--- config.mk ---
export PLATFORM = sky130hd
export DESIGN_NAME = uart_tx_frame_flat
export DESIGN_NICKNAME = d
export VERILOG_FILES = /design/src/rtl/uart_tx_frame_if.sv /design/src/rtl/uart_tx_frame.sv /design/src/flat_wrapper.sv
export SDC_FILE = /design/constraint.sdc
export NUM_CORES = 1
export LEC_CHECK = 0
export CORE_MARGIN = 2
export CORE_UTILIZATION = 45
export CTS_CLUSTER_SIZE = 14
export DETAILED_ROUTE_END_ITERATION = 8
export GPL_ROUTABILITY_DRIVEN = 1
export PLACE_DENSITY = 0.76
export SLEW_MARGIN = 5
export SYNTH_ARGS = -nofsm -noshare
export SYNTH_HDL_FRONTEND = slang
export SYNTH_SLANG_ARGS = --single-unit
--- constraint.sdc ---
create_clock -name CLK -period 3.8 [get_ports CLK]
set_clock_uncertainty 0.15 [all_clocks]
set_input_delay 0.95 -clock CLK [delete_from_list [all_inputs] [get_ports CLK]]
set_output_delay 0.95 -clock CLK [all_outputs]
set_load 0.01 [all_outputs]
--- src/rtl/uart_tx_frame_if.sv ---
// UART TX frame handshake bundle: parallel byte, strobe, parity config
// and parity bit toward the serializer; serial line and Busy back out.
//   P_DATA/DATA_VALID/PAR_EN/par_bit : source -> serializer
//   TX_OUT/Busy                      : serializer -> line / source
interface uart_tx_frame_if #(
   parameter int DATA_WIDTH = 8
);
   logic [DATA_WIDTH-1:0] P_DATA;
   logic                  DATA_VALID;
   logic                  PAR_EN;
   logic                  par_bit;
   logic                  TX_OUT;
   logic                  Busy;

   modport master (
      output P_DATA,
      output DATA_VALID,
      output PAR_EN,
      output par_bit,
      input  TX_OUT,
      input  Busy
   );

   modport slave (
      input  P_DATA,
      input  DATA_VALID,
      input  PAR_EN,
      input  par_bit,
      output TX_OUT,
      output Busy
   );
endinterface

--- src/rtl/uart_tx_frame.sv ---
// UART TX frame controller/serializer: start, LSB-first data,
// optional parity, stop; one bit per CLK.
//   CLK : bit clock
//   RST : async active-low reset
//   bus : uart_tx_frame_if slave (data/strobe/config in, line/Busy out)
module uart_tx_frame #(
   parameter int DATA_WIDTH = 8
) (
   input logic            CLK,
   input logic            RST,
   uart_tx_frame_if.slave bus
);
   localparam int CW = (DATA_WIDTH > 1) ? $clog2(DATA_WIDTH) : 1;
   localparam logic [CW-1:0] LAST = CW'(DATA_WIDTH - 1);

   typedef enum logic [2:0] {
      IDLE,
      START,
      DATA,
      PARITY,
      STOP
   } state_t;

   state_t                state;
   logic [DATA_WIDTH-1:0] sh;
   logic [CW-1:0]         cnt;
   logic                  par_q;
   logic                  cfg_par;
   logic                  tx;
   logic                  busy;

   assign bus.TX_OUT = tx;
   assign bus.Busy   = busy;

   // Outputs are registered from the next state, so each state's
   // line value appears in the same cycle the state is entered.
   always_ff @(posedge CLK or negedge RST) begin
      if (!RST) begin
         state   <= IDLE;
         sh      <= '0;
         cnt     <= '0;
         par_q   <= 1'b0;
         cfg_par <= 1'b0;
         tx      <= 1'b1;
         busy    <= 1'b0;
      end else begin
         unique case (state)
            IDLE, STOP: begin
               if (bus.DATA_VALID) begin
                  sh      <= bus.P_DATA;
                  cfg_par <= bus.PAR_EN;
                  cnt     <= '0;
                  state   <= START;
                  tx      <= 1'b0;
                  busy    <= 1'b1;
               end else begin
                  state <= IDLE;
                  tx    <= 1'b1;
                  busy  <= 1'b0;
               end
            end
            START: begin
               // Only par_bit sample of the frame.
               par_q <= bus.par_bit;
               state <= DATA;
               tx    <= sh[0];
               sh    <= sh >> 1;
            end
            DATA: begin
               if (cnt == LAST) begin
                  if (cfg_par) begin
                     state <= PARITY;
                     tx    <= par_q;
                  end else begin
                     state <= STOP;
                     tx    <= 1'b1;
                  end
               end else begin
                  cnt <= cnt + 1'b1;
                  tx  <= sh[0];
                  sh  <= sh >> 1;
               end
            end
            PARITY: begin
               state <= STOP;
               tx    <= 1'b1;
            end
            default: begin
               state <= IDLE;
               tx    <= 1'b1;
               busy  <= 1'b0;
            end
         endcase
      end
   end
endmodule

--- src/flat_wrapper.sv ---
// flat-port wrapper written by rule: the top's interface ports become plain ports
module uart_tx_frame_flat 
#(
   parameter int DATA_WIDTH = 8
)
  (CLK, RST, bus_P_DATA, bus_DATA_VALID, bus_PAR_EN, bus_par_bit, bus_TX_OUT, bus_Busy);
  uart_tx_frame_if #(.DATA_WIDTH(DATA_WIDTH)) bus_i ();
  input logic CLK;
  input logic RST;
  input wire logic [$bits(bus_i.P_DATA)-1:0] bus_P_DATA;
  input wire logic [$bits(bus_i.DATA_VALID)-1:0] bus_DATA_VALID;
  input wire logic [$bits(bus_i.PAR_EN)-1:0] bus_PAR_EN;
  input wire logic [$bits(bus_i.par_bit)-1:0] bus_par_bit;
  output wire logic [$bits(bus_i.TX_OUT)-1:0] bus_TX_OUT;
  output wire logic [$bits(bus_i.Busy)-1:0] bus_Busy;
  assign bus_i.P_DATA = bus_P_DATA;
  assign bus_i.DATA_VALID = bus_DATA_VALID;
  assign bus_i.PAR_EN = bus_PAR_EN;
  assign bus_i.par_bit = bus_par_bit;
  assign bus_TX_OUT = bus_i.TX_OUT;
  assign bus_Busy = bus_i.Busy;
  uart_tx_frame #(.DATA_WIDTH(DATA_WIDTH)) u_core (.CLK(CLK), .RST(RST), .bus(bus_i));
endmodule
==> flow_metrics.tcl, run 1 <==
set metrics [dict create \
    row_count 17 \
    hold_violations 0 \
    drt_iter0_drc 35 \
    rsz0062_at_grt "false" \
    report.final.slew_viol_count 0 \
    grt_max_degree 19 \
    syn_inst 97 \
    die_w_um 51.08 \
    power_density_nw_per_um2 778.8 \
    io_pins 15 \
    clkSlewWorstSetupHoldPaths_ns 0.09 \
    avgViaCountPerCell 5.854 \
    cp_max_fo 1 \
    drv_cap 0 \
    final_antenna_net_count 0 \
    clk_latency_ns 0.30 \
    hold_path_class "register to register" \
    dieArea_um2 2609 \
    ys_seq_elements 18 \
    start_util_pct 46.42 \
    gp_congestion 0.8071 \
    min_period_ns 2.433 \
    synth_edf_count 0 \
    synth_area_leader_cell "dfrtp_1" \
    critical_path_arrival_ns 1.33 \
    finalSetupViolCount 0 \
    max_slew_margin_pct 47.24 \
    outcome "complete, no violations" \
    crit_chain "clkdlybuf4s50_1" \
    hold_path_end "u_core.par_q$_DFFE_PN0N_" \
    synth.most_common_cell "dfrtp_1" \
    gr-usage-all-layers_pct 17.17 \
    antenna_cells 0 \
    crit_required_ns 2.70 \
    cts_resized 0 \
    antenna_found_initial 0 \
    cts_buffers 3 \
    max-vdd-ir-drop_v 0.0003417 \
    grt_pass1_vias 765 \
    synthTopCellsByCount "dfrtp_1, o21ai_0, a31oi_1, nand3_1, nor4_1" \
    end_kind "primary output" \
    seq_area_frac_synth_pct 45.29 \
    ctsHoldBuffers 0 \
    hold_slack_ns 0.3660 \
    nNetsFinal 125 \
    clock_sinks 18 \
    cpPeakStageDelay_ns 0.52 \
    ys.flop_type "dfrtp_1" \
    criticalPathCategory "register to primary output" \
    rr_endpoint "u_core.sh[7]$_DFFE_PN0P_" \
    synthesis.nets 112 \
    clock-root-buffer "clkbuf_4" \
    htreeDepth 1 \
    whs_path_depth 1 \
    grt-ovfl-total 0 \
    min-delay-start "u_core.par_q$_DFFE_PN0N_" \
    routedWlPerCell_um 14.15 \
    worst-path-buf-inv 1 \
    cp_slowest_cell "dfstp_2" \
    worstReg2RegStart "u_core.cnt[0]$_DFFE_PN0P_" \
    area_growth_pct 15.56 \
    period_share_pct 64.04 \
    dp_hpwl_um 1346 \
    max_freq_ghz 0.4109 \
    synth_area_um2 997.2 \
    fin_tns_setup_ns 0 \
    synth.avg_cell_area_um2 10.28 \
    async_reset_ff_share_pct 100.0 \
    r2r_setup_slack_ns 1.65 \
    clockBufferDepth 2 \
    drt_first_pass_iters 4 \
    totalWireLength_um 1938 \
    coreArea_um2 2148 \
    cts_tree "built" \
    synth_top_area_share_pct 42.66 \
    r2r_cells 5 \
    port_buffers 14 \
    leakage_uw 0.0004543 \
    yosys.cell_types.count 30 \
    yosys_warnings 0 \
    worst_setup_path_start_kind "register" \
    drive_gt1_share_pct 10.09 \
    post-cts-setup-buffers 0 \
    critical_path.top_delay_family "flip-flops" \
    post-route-drc-count 0 \
    tightest_slew_ns 0.7889 \
    num_vias 802 \
    grt_pass1_wl_um 3401 \
    die_y_um 51.08 \
    synthTopCellsByArea "dfrtp_1, o21ai_0, a22o_1, a31oi_1, nor4_1" \
]
[power by group]
part | total [µW] | internal, µW | leakage [µW] | switching, µW
registers | 385 | 285 | 0.000217 | 99.3
logic | 412 | 208 | 0.000222 | 205
clock network | 100 | 41.0 | 0.0000150 | 59.5
total | 897 | 534 | 0.000454 | 363
[per-stage QoR]
stage	util, %	total power, µW	std cells	area, µm²	setup WS (ns)
2_1_floorplan	-	720.9	97	997.2	1.833
3_3_place_gp	52.42	783.9	133	1126	1.127
3_5_place_dp	52.42	800.8	133	1126	1.115
4_1_cts	53.64	899.2	137	1152	1.360
5_1_grt	53.64	973.1	137	1152	1.330
6_report	53.64	897.4	137	1152	1.367
[area by class of cell]
cell class,instances,area (µm²)
clock buffer,4,26.28
fill,197,996.0
inverter,5,18.77
multi-input combinational,67,473.0
sequential,18,451.7
tap,28,35.03
timing repair buffer,15,147.6
[metal layers]
layer / global-route usage [%] / routed length (µm) / up-vias
met5: 0 / 0 / -
met4: 6.757 / 25 / 0
met2: 26.41 / 877 / 18
met1: 24.24 / 955 / 394
li1: - / - / 387
met3: 2.632 / 80 / 3
[state kept, by name (all words and copies together) (netlist names)]
signal / flops
u_core.bus.TX_OUT: 1
u_core.sh: 8
u_core.cnt: 3
u_core.state: 3
u_core.bus.Busy: 1
u_core.cfg_par: 1
u_core.par_q: 1
[how the worst max path moves through the flow]
stage                          endpoint  cells after the start                         from  slack (ns)
2_1_floorplan  u_core.sh[7]$_DFFE_PN0P_                      4               bus_DATA_VALID        1.83
3_3_place_gp   u_core.sh[7]$_DFFE_PN0P_                      5               bus_DATA_VALID        1.13
3_5_place_dp   u_core.sh[7]$_DFFE_PN0P_                      5               bus_DATA_VALID        1.12
4_1_cts                      bus_TX_OUT                      1  u_core.bus.TX_OUT$_DFF_PN1_        1.36
5_1_grt                      bus_TX_OUT                      1  u_core.bus.TX_OUT$_DFF_PN1_        1.33
6_report                     bus_TX_OUT                      1  u_core.bus.TX_OUT$_DFF_PN1_        1.37
[cells in the final DEF, fill, tap and decap left out]
cell,synthesis,final
dfrtp_1,17,17
clkdlybuf4s50_1,0,14
o21ai_0,12,12
nand3_1,7,7
nor4_1,7,7
a31oi_1,7,7
inv_1,5,5
a22o_1,5,5
nand2b_1,4,4
a21oi_1,3,3
clkbuf_4,0,3
nor3_1,2,2
nor3b_1,2,2
or3_1,2,2
mux2_2,2,2
o211ai_1,2,2
ha_1,2,2
a211oi_1,1,1
o31ai_1,1,1
nor4b_4,1,1
nor3b_4,1,1
xor2_2,1,1
xnor2_1,1,1
mux2i_1,1,1
nor2_1,1,1
nand2_1,1,1
or2_2,1,1
clkbuf_1,2,1
buf_4,1,1
dfstp_2,1,1
[kinds of logic (layout without fill, tap and decap cells)]
logic type | count (synthesis) | count (layout) | share of synthesized area [%]
compound gates | 31 | 31 | 19.32
simple gates | 29 | 29 | 19.82
flops | 18 | 18 | 45.30
buf+inv | 12 | 24 | 7.277
mux | 3 | 3 | 3.262
fa+ha+maj | 2 | 2 | 2.509
xor+xnor | 2 | 2 | 2.510
Power figures use the tool's default switching activity.
==> run 2: changes to the inputs <==
--- a/config.mk
+++ b/config.mk
@@ -10,7 +10,7 @@
 export CTS_CLUSTER_SIZE = 14
 export DETAILED_ROUTE_END_ITERATION = 8
 export GPL_ROUTABILITY_DRIVEN = 1
-export PLACE_DENSITY = 0.76
+export PLACE_DENSITY = 0.79
 export SLEW_MARGIN = 5
 export SYNTH_ARGS = -nofsm -noshare
 export SYNTH_HDL_FRONTEND = slang
==> constraint.sdc (replaced) <==
create_clock -name CLK -period 2.09 [get_ports CLK]
set_clock_uncertainty 0.15 [all_clocks]
set_input_delay 0.5225 -clock CLK [delete_from_list [all_inputs] [get_ports CLK]]
set_output_delay 0.5225 -clock CLK [all_outputs]
set_load 0.01 [all_outputs]
==> flow_metrics.tcl, run 2 (synthesis gave the netlist of run 1 again) <==
set metrics [dict create \
    outcome "complete, no violations" \
    coreArea_um2 2148 \
    report.final.slew_viol_count 0 \
    period_share_pct 96.10 \
    port_buffers 14 \
    cpPeakStageDelay_ns 0.53 \
    row_count 17 \
    grt_max_degree 11 \
    drt_iter0_drc 41 \
    fin_tns_setup_ns 0 \
    final_antenna_net_count 0 \
    combPwrFrac_pct 48.8 \
    largest_reg_flops 8 \
    design_area_um2 1215 \
    avgViaCountPerCell 5.778 \
    cp_max_fo 1 \
    io_pins 15 \
    p_sw_uw 685.6 \
    max_slew_margin_pct 62.70 \
    htreeDepth 1 \
    reg_top3 "u_core.sh x8, u_core.cnt x3, u_core.state x3" \
    r2r_cells 5 \
    antenna_cells 0 \
    critical_path_arrival_ns 1.34 \
    hold_violations 0 \
    seqPwrFrac_pct 38.6 \
    grt_pass1_vias 858 \
    p_sw_share_pct 39.51 \
    ctsHoldBuffers 0 \
    leakage_uw 0.0004958 \
    antenna_found_initial 0 \
    r2r_setup_slack_ns 0.11 \
    num_vias 832 \
    p_total_uw 1735 \
    cp_slowest_cell "dfstp_2" \
    nNetsFinal 132 \
    rr_endpoint "u_core.cnt[0]$_DFFE_PN0P_" \
    power_frac_clock_pct 12.6 \
    clk_latency_ns 0.30 \
    grt-ovfl-total 0 \
    area_growth_pct 21.83 \
    mostFrequentLayoutCells "dfrtp_1, clkdlybuf4s50_1, o21ai_0" \
    cts_resized 0 \
    gr-usage-all-layers_pct 19.68 \
    clkSlewWorstSetupHoldPaths_ns 0.11 \
    min_period_ns 2.009 \
    worstReg2RegStart "u_core.cnt[0]$_DFFE_PN0P_" \
    die_w_um 51.08 \
    power_density_nw_per_um2 1428 \
    placed_area_um2 1179 \
    drt_first_pass_iters 4 \
    max_freq_ghz 0.4979 \
    rsz0062_at_grt "false" \
    drive_gt1_share_pct 16.38 \
    worst-path-buf-inv 1 \
    crit_required_ns 1.42 \
    finalSetupViolCount 0 \
    cts_buffers 3 \
    start_util_pct 46.42 \
    drv_cap 0 \
    top_register "u_core.sh" \
    dieArea_um2 2609 \
    clockBufferDepth 2 \
    end_kind "primary output" \
    hold_slack_ns 0.3563 \
    tightest_slew_ns 0.5555 \
    criticalPathCategory "register to primary output" \
    hold_path_class "primary input to asynchronous set/reset pin" \
    post-cts-setup-buffers 0 \
    crit_chain "clkdlybuf4s50_1" \
    worst_setup_path_start_kind "register" \
    post-route-drc-count 0 \
    clock_sinks 18 \
    critical_path.top_delay_family "flip-flops" \
    totalWireLength_um 2098 \
    crit_path_start "u_core.bus.TX_OUT$_DFF_PN1_" \
    final_common_cell "dfrtp_1" \
    p_int_uw 1049 \
    die_y_um 51.08 \
    routedWlPerCell_um 14.57 \
    grt_pass1_wl_um 3781 \
    cts_tree "built" \
    gp_congestion 0.8448 \
    dp_hpwl_um 1586 \
    fillers 190 \
    max-vdd-ir-drop_v 0.0007767 \
    clock-root-buffer "clkbuf_4" \
]
==> run 2: power by group through the flow <==
stage               Clock [µW]  Combinational, µW  Sequential (µW)
global placement             0                815              662
global route               238                957              693
detailed placement           0                847              676
CTS                        224                848              668
floorplan                    0                699              612
finish                     218                847              670
==> run 2: per-stage QoR <==
stage | setup WS (ns) | instances | utilization, %
final | 0.08148 | 144 | 56.55
after global routing | 0.01975 | 144 | 56.55
after CTS | 0.06581 | 144 | 56.55
after detailed placement | 0.01478 | 140 | 54.86
after global placement | 0.03165 | 140 | 54.86
after floorplan | 0.2234 | 97 | -
==> run 2: layout make-up <==
type | count | area, µm² | area share (%)
Timing Repair Buffer | 22 | 200.2 | 16.48
Sequential cell | 18 | 451.7 | 37.18
Clock buffer | 4 | 36.28 | 2.987
Tap cell | 28 | 35.03 | 2.884
Inverter | 5 | 18.77 | 1.545
Multi-Input combinational cell | 67 | 473.0 | 38.93
==> run 2: routing by layer <==
metal  routed length, µm  GRT usage [%]  share of wire (%)
met5                   0              0                  0
met2                1096          33.98                 52
met1                 855          22.89                 41
met4                  48          10.36                2.3
met3                  98          3.801                4.7
==> run 2: how the worst max path moves through the flow <==
| stage | slack (ns) | depth (start not counted) | endpoint |
|---|---|---|---|
| after floorplan | 0.22 | 6 | u_core.sh[7]$_DFFE_PN0P_ |
| after global placement | 0.03 | 4 | u_core.sh[7]$_DFFE_PN0P_ |
| after detailed placement | 0.01 | 4 | u_core.sh[7]$_DFFE_PN0P_ |
| after CTS | 0.07 | 1 | bus_TX_OUT |
| after global routing | 0.02 | 5 | u_core.sh[7]$_DFFE_PN0P_ |
| final | 0.08 | 1 | bus_TX_OUT |
